==> src/rtl/shift_arb2.sv <==
// shift_arb2: round-robin arbiter/sequencer sharing one 32-bit right shifter
// (logical/arithmetic) between two valid/ready clients. Each result is held
// for its owner under backpressure, and the bench-visible ops_done counts
// completed response handshakes, saturating at its maximum.
module shift_arb2 #(
   parameter int unsigned TAG_W = 4,
   parameter int unsigned CNT_W = 16
) (
   input  logic             clk,
   input  logic             rst,
   input  logic             req0_valid,
   output logic             req0_ready,
   input  logic [31:0]      req0_in,
   input  logic [4:0]       req0_shamt,
   input  logic             req0_arith,
   input  logic [TAG_W-1:0] req0_tag,
   input  logic             req1_valid,
   output logic             req1_ready,
   input  logic [31:0]      req1_in,
   input  logic [4:0]       req1_shamt,
   input  logic             req1_arith,
   input  logic [TAG_W-1:0] req1_tag,
   output logic             rsp0_valid,
   input  logic             rsp0_ready,
   output logic [31:0]      rsp0_out,
   output logic [TAG_W-1:0] rsp0_tag,
   output logic             rsp1_valid,
   input  logic             rsp1_ready,
   output logic [31:0]      rsp1_out,
   output logic [TAG_W-1:0] rsp1_tag,
   output logic [CNT_W-1:0] ops_done
);

   localparam int unsigned DW = 32;
   localparam int unsigned SW = 5;

   typedef enum logic {IDLE, RESP} state_t;

   state_t           state;
   state_t           state_nx;
   logic             owner;
   logic             last_grant;
   logic [DW-1:0]    op_in;
   logic [SW-1:0]    op_shamt;
   logic             op_arith;
   logic [TAG_W-1:0] op_tag;
   logic [DW-1:0]    sr_out;
   logic             hs;
   logic             free;
   logic             grant0;
   logic             grant1;

   // sr32: right shifter fed only from the operand registers
   always_comb begin
      sr_out = op_in >> op_shamt;
      if (op_arith) begin
         sr_out = $unsigned($signed(op_in) >>> op_shamt);
      end
   end

   // Next state, grant and response routing
   always_comb begin
      state_nx   = state;
      hs         = 1'b0;
      free       = 1'b0;
      grant0     = 1'b0;
      grant1     = 1'b0;
      req0_ready = 1'b0;
      req1_ready = 1'b0;
      rsp0_valid = 1'b0;
      rsp1_valid = 1'b0;
      rsp0_out   = '0;
      rsp1_out   = '0;
      rsp0_tag   = '0;
      rsp1_tag   = '0;

      if (state == RESP) begin
         if (!owner) begin
            rsp0_valid = 1'b1;
            rsp0_out   = sr_out;
            rsp0_tag   = op_tag;
            hs         = rsp0_ready;
         end else begin
            rsp1_valid = 1'b1;
            rsp1_out   = sr_out;
            rsp1_tag   = op_tag;
            hs         = rsp1_ready;
         end
      end

      // Engine is free when idle or when the held result drains this cycle
      free = (state == IDLE) || hs;

      if (free && !rst) begin
         if (req0_valid && (!req1_valid || last_grant)) begin
            grant0 = 1'b1;
         end else if (req1_valid) begin
            grant1 = 1'b1;
         end
      end

      req0_ready = grant0;
      req1_ready = grant1;

      if (grant0 || grant1) begin
         state_nx = RESP;
      end else if (hs) begin
         state_nx = IDLE;
      end
   end

   // State register
   always_ff @(posedge clk) begin
      if (rst) begin
         state <= IDLE;
      end else begin
         state <= state_nx;
      end
   end

   // Operand capture, grant history and completed-op counter
   always_ff @(posedge clk) begin
      if (rst) begin
         owner      <= 1'b0;
         last_grant <= 1'b1;
         op_in      <= '0;
         op_shamt   <= '0;
         op_arith   <= 1'b0;
         op_tag     <= '0;
         ops_done   <= '0;
      end else begin
         if (grant0) begin
            op_in      <= req0_in;
            op_shamt   <= req0_shamt;
            op_arith   <= req0_arith;
            op_tag     <= req0_tag;
            owner      <= 1'b0;
            last_grant <= 1'b0;
         end else if (grant1) begin
            op_in      <= req1_in;
            op_shamt   <= req1_shamt;
            op_arith   <= req1_arith;
            op_tag     <= req1_tag;
            owner      <= 1'b1;
            last_grant <= 1'b1;
         end
         if (hs && (ops_done != {CNT_W{1'b1}})) begin
            ops_done <= ops_done + CNT_W'(1);
         end
      end
   end

endmodule
==> config.mk <==
export PLATFORM = sky130hd
export DESIGN_NAME = shift_arb2
export DESIGN_NICKNAME = d
export VERILOG_FILES = /design/src/rtl/shift_arb2.sv
export SDC_FILE = /design/constraint.sdc
export NUM_CORES = 1
export LEC_CHECK = 0
export CAP_MARGIN = 20
export CELL_PAD_IN_SITES_DETAIL_PLACEMENT = 0
export CELL_PAD_IN_SITES_GLOBAL_PLACEMENT = 2
export CORE_UTILIZATION = 27
export DETAILED_ROUTE_END_ITERATION = 6
export HOLD_SLACK_MARGIN = 0.05
export PLACE_DENSITY = 0.77
export SLEW_MARGIN = 40
export SYNTH_ARGS = -nofsm -noshare
export SYNTH_HDL_FRONTEND = slang
export SYNTH_SLANG_ARGS = --single-unit
==> constraint.sdc <==
create_clock -name clk -period 3.3 [get_ports clk]
set_clock_uncertainty 0.1 [all_clocks]
set_input_delay 0.66 -clock clk [delete_from_list [all_inputs] [get_ports clk]]
set_output_delay 0.66 -clock clk [all_outputs]
set_load 0.03 [all_outputs]
==> impl_metrics.py <==
metrics = {
    "status": {
        "status": "finished, final reports clean",
    },
    "layout": {
        "final_common_cell": "nor2_1",
        "stdcell_count": 1148,
        "drive_above_1_share": 0.282,
        "area_growth_syn_to_layout_pct": 53.4,
        "diodes": 0,
        "multiInputGateArea_sq_mm": 0.00426,
        "regArea_sq_mm": 0.00123,
        "fillers": 2043,
        "final_cell_mix": "125 x nor2_1, 114 x clkdlybuf4s50_1, 92 x buf_4, 73 x mux2i_1, 58 x dfxtp_1",
        "final_core_util": 0.427,
        "nets": 964,
    },
    "logic_synthesis": {
        "synthArstFlopShare": 0,
        "synth-seq-cells": 61,
        "yosysSeqAreaShare": 0.214,
        "synth_top_flop_cell": "dfxtp_1",
        "synth_edf_count": 0,
        "netlist_instances": 667,
        "synth.cell_area_sq_mm": 0.00570,
        "ys_types": 71,
        "synth.net_count": 758,
        "syn_avg_cell_area_sq_um": 8.55,
        "yosys_warnings": 0,
    },
    "clock_network": {
        "insertion_delay_ns": 0.33,
        "cts_sinks": 61,
        "cts_hold_buf": 0,
        "clk_path_buf_depth": 2,
        "clkSlewWorstSetupHoldPaths_ns": 0.05,
        "htreeDepth": 3,
        "cts_root_buf": "clkbuf_16",
        "cts_tree": "done",
        "numCtsBuffers": 9,
    },
    "timing": {
        "finalMaxSlewViolations": 0,
        "tns_ns": 0,
        "tightest_slew_ns": 0.676,
        "setup_violations": 0,
        "period_share": 0.992,
        "max_clock_freq_mhz": 305,
        "rsz0062_at_grt": "true",
        "finalCriticalPeriod_ns": 3.27,
        "slew_headroom": 0.548,
        "hold_ws_ns": 0.405,
        "finalHoldViolCount": 0,
    },
    "route": {
        "via_per_inst": 5.33,
        "drt_iter0_drc": 311,
        "wl_um": 22000,
        "ant_nets": 0,
        "wl_per_cell_um": 19.1,
        "drc": 0,
        "vias": 6119,
        "drtPass1Iterations": 5,
    },
    "worst_setup_path": {
        "path_class": "reg2out",
        "cp-start-kind": "flip-flop",
        "critical_path.endpoint_type": "output pin",
        "required_ns": 2.54,
        "path_max_fanout": 8,
        "crit_arrival_ns": 2.51,
    },
    "floorplanning": {
        "design.die.area_sq_mm": 0.0217,
        "start_util": 0.278,
        "io_pins": 182,
        "row_count": 52,
        "dieWidth_um": 147,
        "fp.dieH_um": 147,
        "core_area_sq_mm": 0.0205,
    },
    "global_route": {
        "grt_pass1_wl_um": 33900,
        "grt_start_max_net_pins": 63,
        "grt_overflow": 0,
        "antenna_found_initial": 0,
        "grt_usage": 0.199,
        "grt_pass1_vias": 5888,
    },
    "placement": {
        "port_buffers": 181,
        "dp_cells": 1107,
        "place.detailed.hpwl_um": 16900,
        "gp_congestion": 0.858,
    },
    "power": {
        "p_leak_nw": 3.34,
        "ir_drop_mv": 0.225,
        "power_density_mw_per_mm2": 367,
        "total_power_mw": 3.21,
    },
    "min_path": {
        "hold_path.class": "reg2reg",
    },
    "job": {
        "drv_cap": 0,
    },
}
logic make-up (layout without fill, tap and decap cells):
logic type	Yosys count	in the layout	synth area share
AO/OA/AOI/OAI	155	155	0.192
XOR/XNOR	9	9	0.0138
adder cells (fa/ha/maj)	1	1	0.00219
buffers and inverters	78	289	0.0746
flip-flops	61	61	0.214
multiplexers	128	128	0.314
AND/OR/NAND/NOR	235	235	0.188
per-stage QoR:
stage | setup WS (ns) | cell area [sq um]
after floorplan | 0.343 | 5700
after global placement | -0.0759 | 8010
after detailed placement | -0.0175 | 8010
after CTS | -0.0176 | 8380
after global routing | -0.0759 | 8740
final | 0.0258 | 8740
registers in the layout, summed over array words and instances, names as in the netlist:
| register | cells |
|---|---|
| op_arith | 1 |
| op_in | 32 |
| state | 1 |
| last_grant | 1 |
| owner | 1 |
| ops_done | 16 |
| op_tag | 4 |
| op_shamt | 5 |
worst max-delay path: stages (launching register included):
cell     delay, ns
dfxtp_4       0.43
buf_4         0.14
mux4_2        0.53
mux2_4        0.29
buf_4         0.14
mux2_4        0.29
a21oi_4       0.15
nor2_1        0.05
buf_4         0.17
worst paths after layout:
path | start | to | slack (ns) | cells after the start
worst max-delay path | op_shamt[0]$_SDFFE_PP0P_ | rsp1_out[0] | 0.03 | 8
worst min-delay path | last_grant$_SDFFE_PP1P_ | last_grant$_SDFFE_PP1P_ | 0.40 | 2
worst max register to register | owner$_SDFFE_PP0P_ | op_in[3]$_SDFFE_PP0P_ | 1.05 | 6
worst min register to register | last_grant$_SDFFE_PP1P_ | last_grant$_SDFFE_PP1P_ | 0.40 | 2
synthesized netlist by cell type (8+ instances only):
master | instances | area, sq um
a22oi_1 | 10 | 75.1
mux2i_1 | 80 | 801
and2_1 | 14 | 87.6
nand2_1 | 34 | 128
buf_2 | 12 | 60.1
xnor2_1 | 8 | 70.1
o22ai_1 | 11 | 68.8
nor2_1 | 127 | 477
mux4_2 | 39 | 878
inv_1 | 15 | 56.3
dfxtp_1 | 61 | 1220
clkbuf_1 | 35 | 131
and3_1 | 8 | 50.1
a211oi_1 | 47 | 353
a21oi_1 | 23 | 115
o21ai_0 | 18 | 90.1
nand2b_1 | 8 | 50.1
nor3_1 | 11 | 55.1
per-layer routing:
metal | GRT usage | routed length, um
met2 | 0.335 | 10600
met1 | 0.265 | 9910
met4 | 0.0541 | 393
met5 | 0 | 0
met3 | 0.0283 | 1090
cell type report:
class                           instances  area share
Clock buffer                           13      0.0309
Inverter                               15     0.00644
Clock inverter                          3     0.00486
Sequential cell                        61       0.141
Timing Repair Buffer                  258       0.292
Tap cell                              270      0.0386
Multi-Input combinational cell        528       0.487
power breakdown:
| part | internal (mW) | switching [mW] |
|---|---|---|
| Clock | 0.645 | 0.332 |
| Sequential | 0.790 | 0.0859 |
| Combinational | 0.661 | 0.700 |
| Total | 2.10 | 1.12 |
repair_timing:
action,in CTS,in global routing
endpoints found under the setup margin,47,43
gates resized for setup,27,69
pin swaps,1,9
cloned,0,2
buffers inserted,5,18
(Power assumes the default switching activity.)
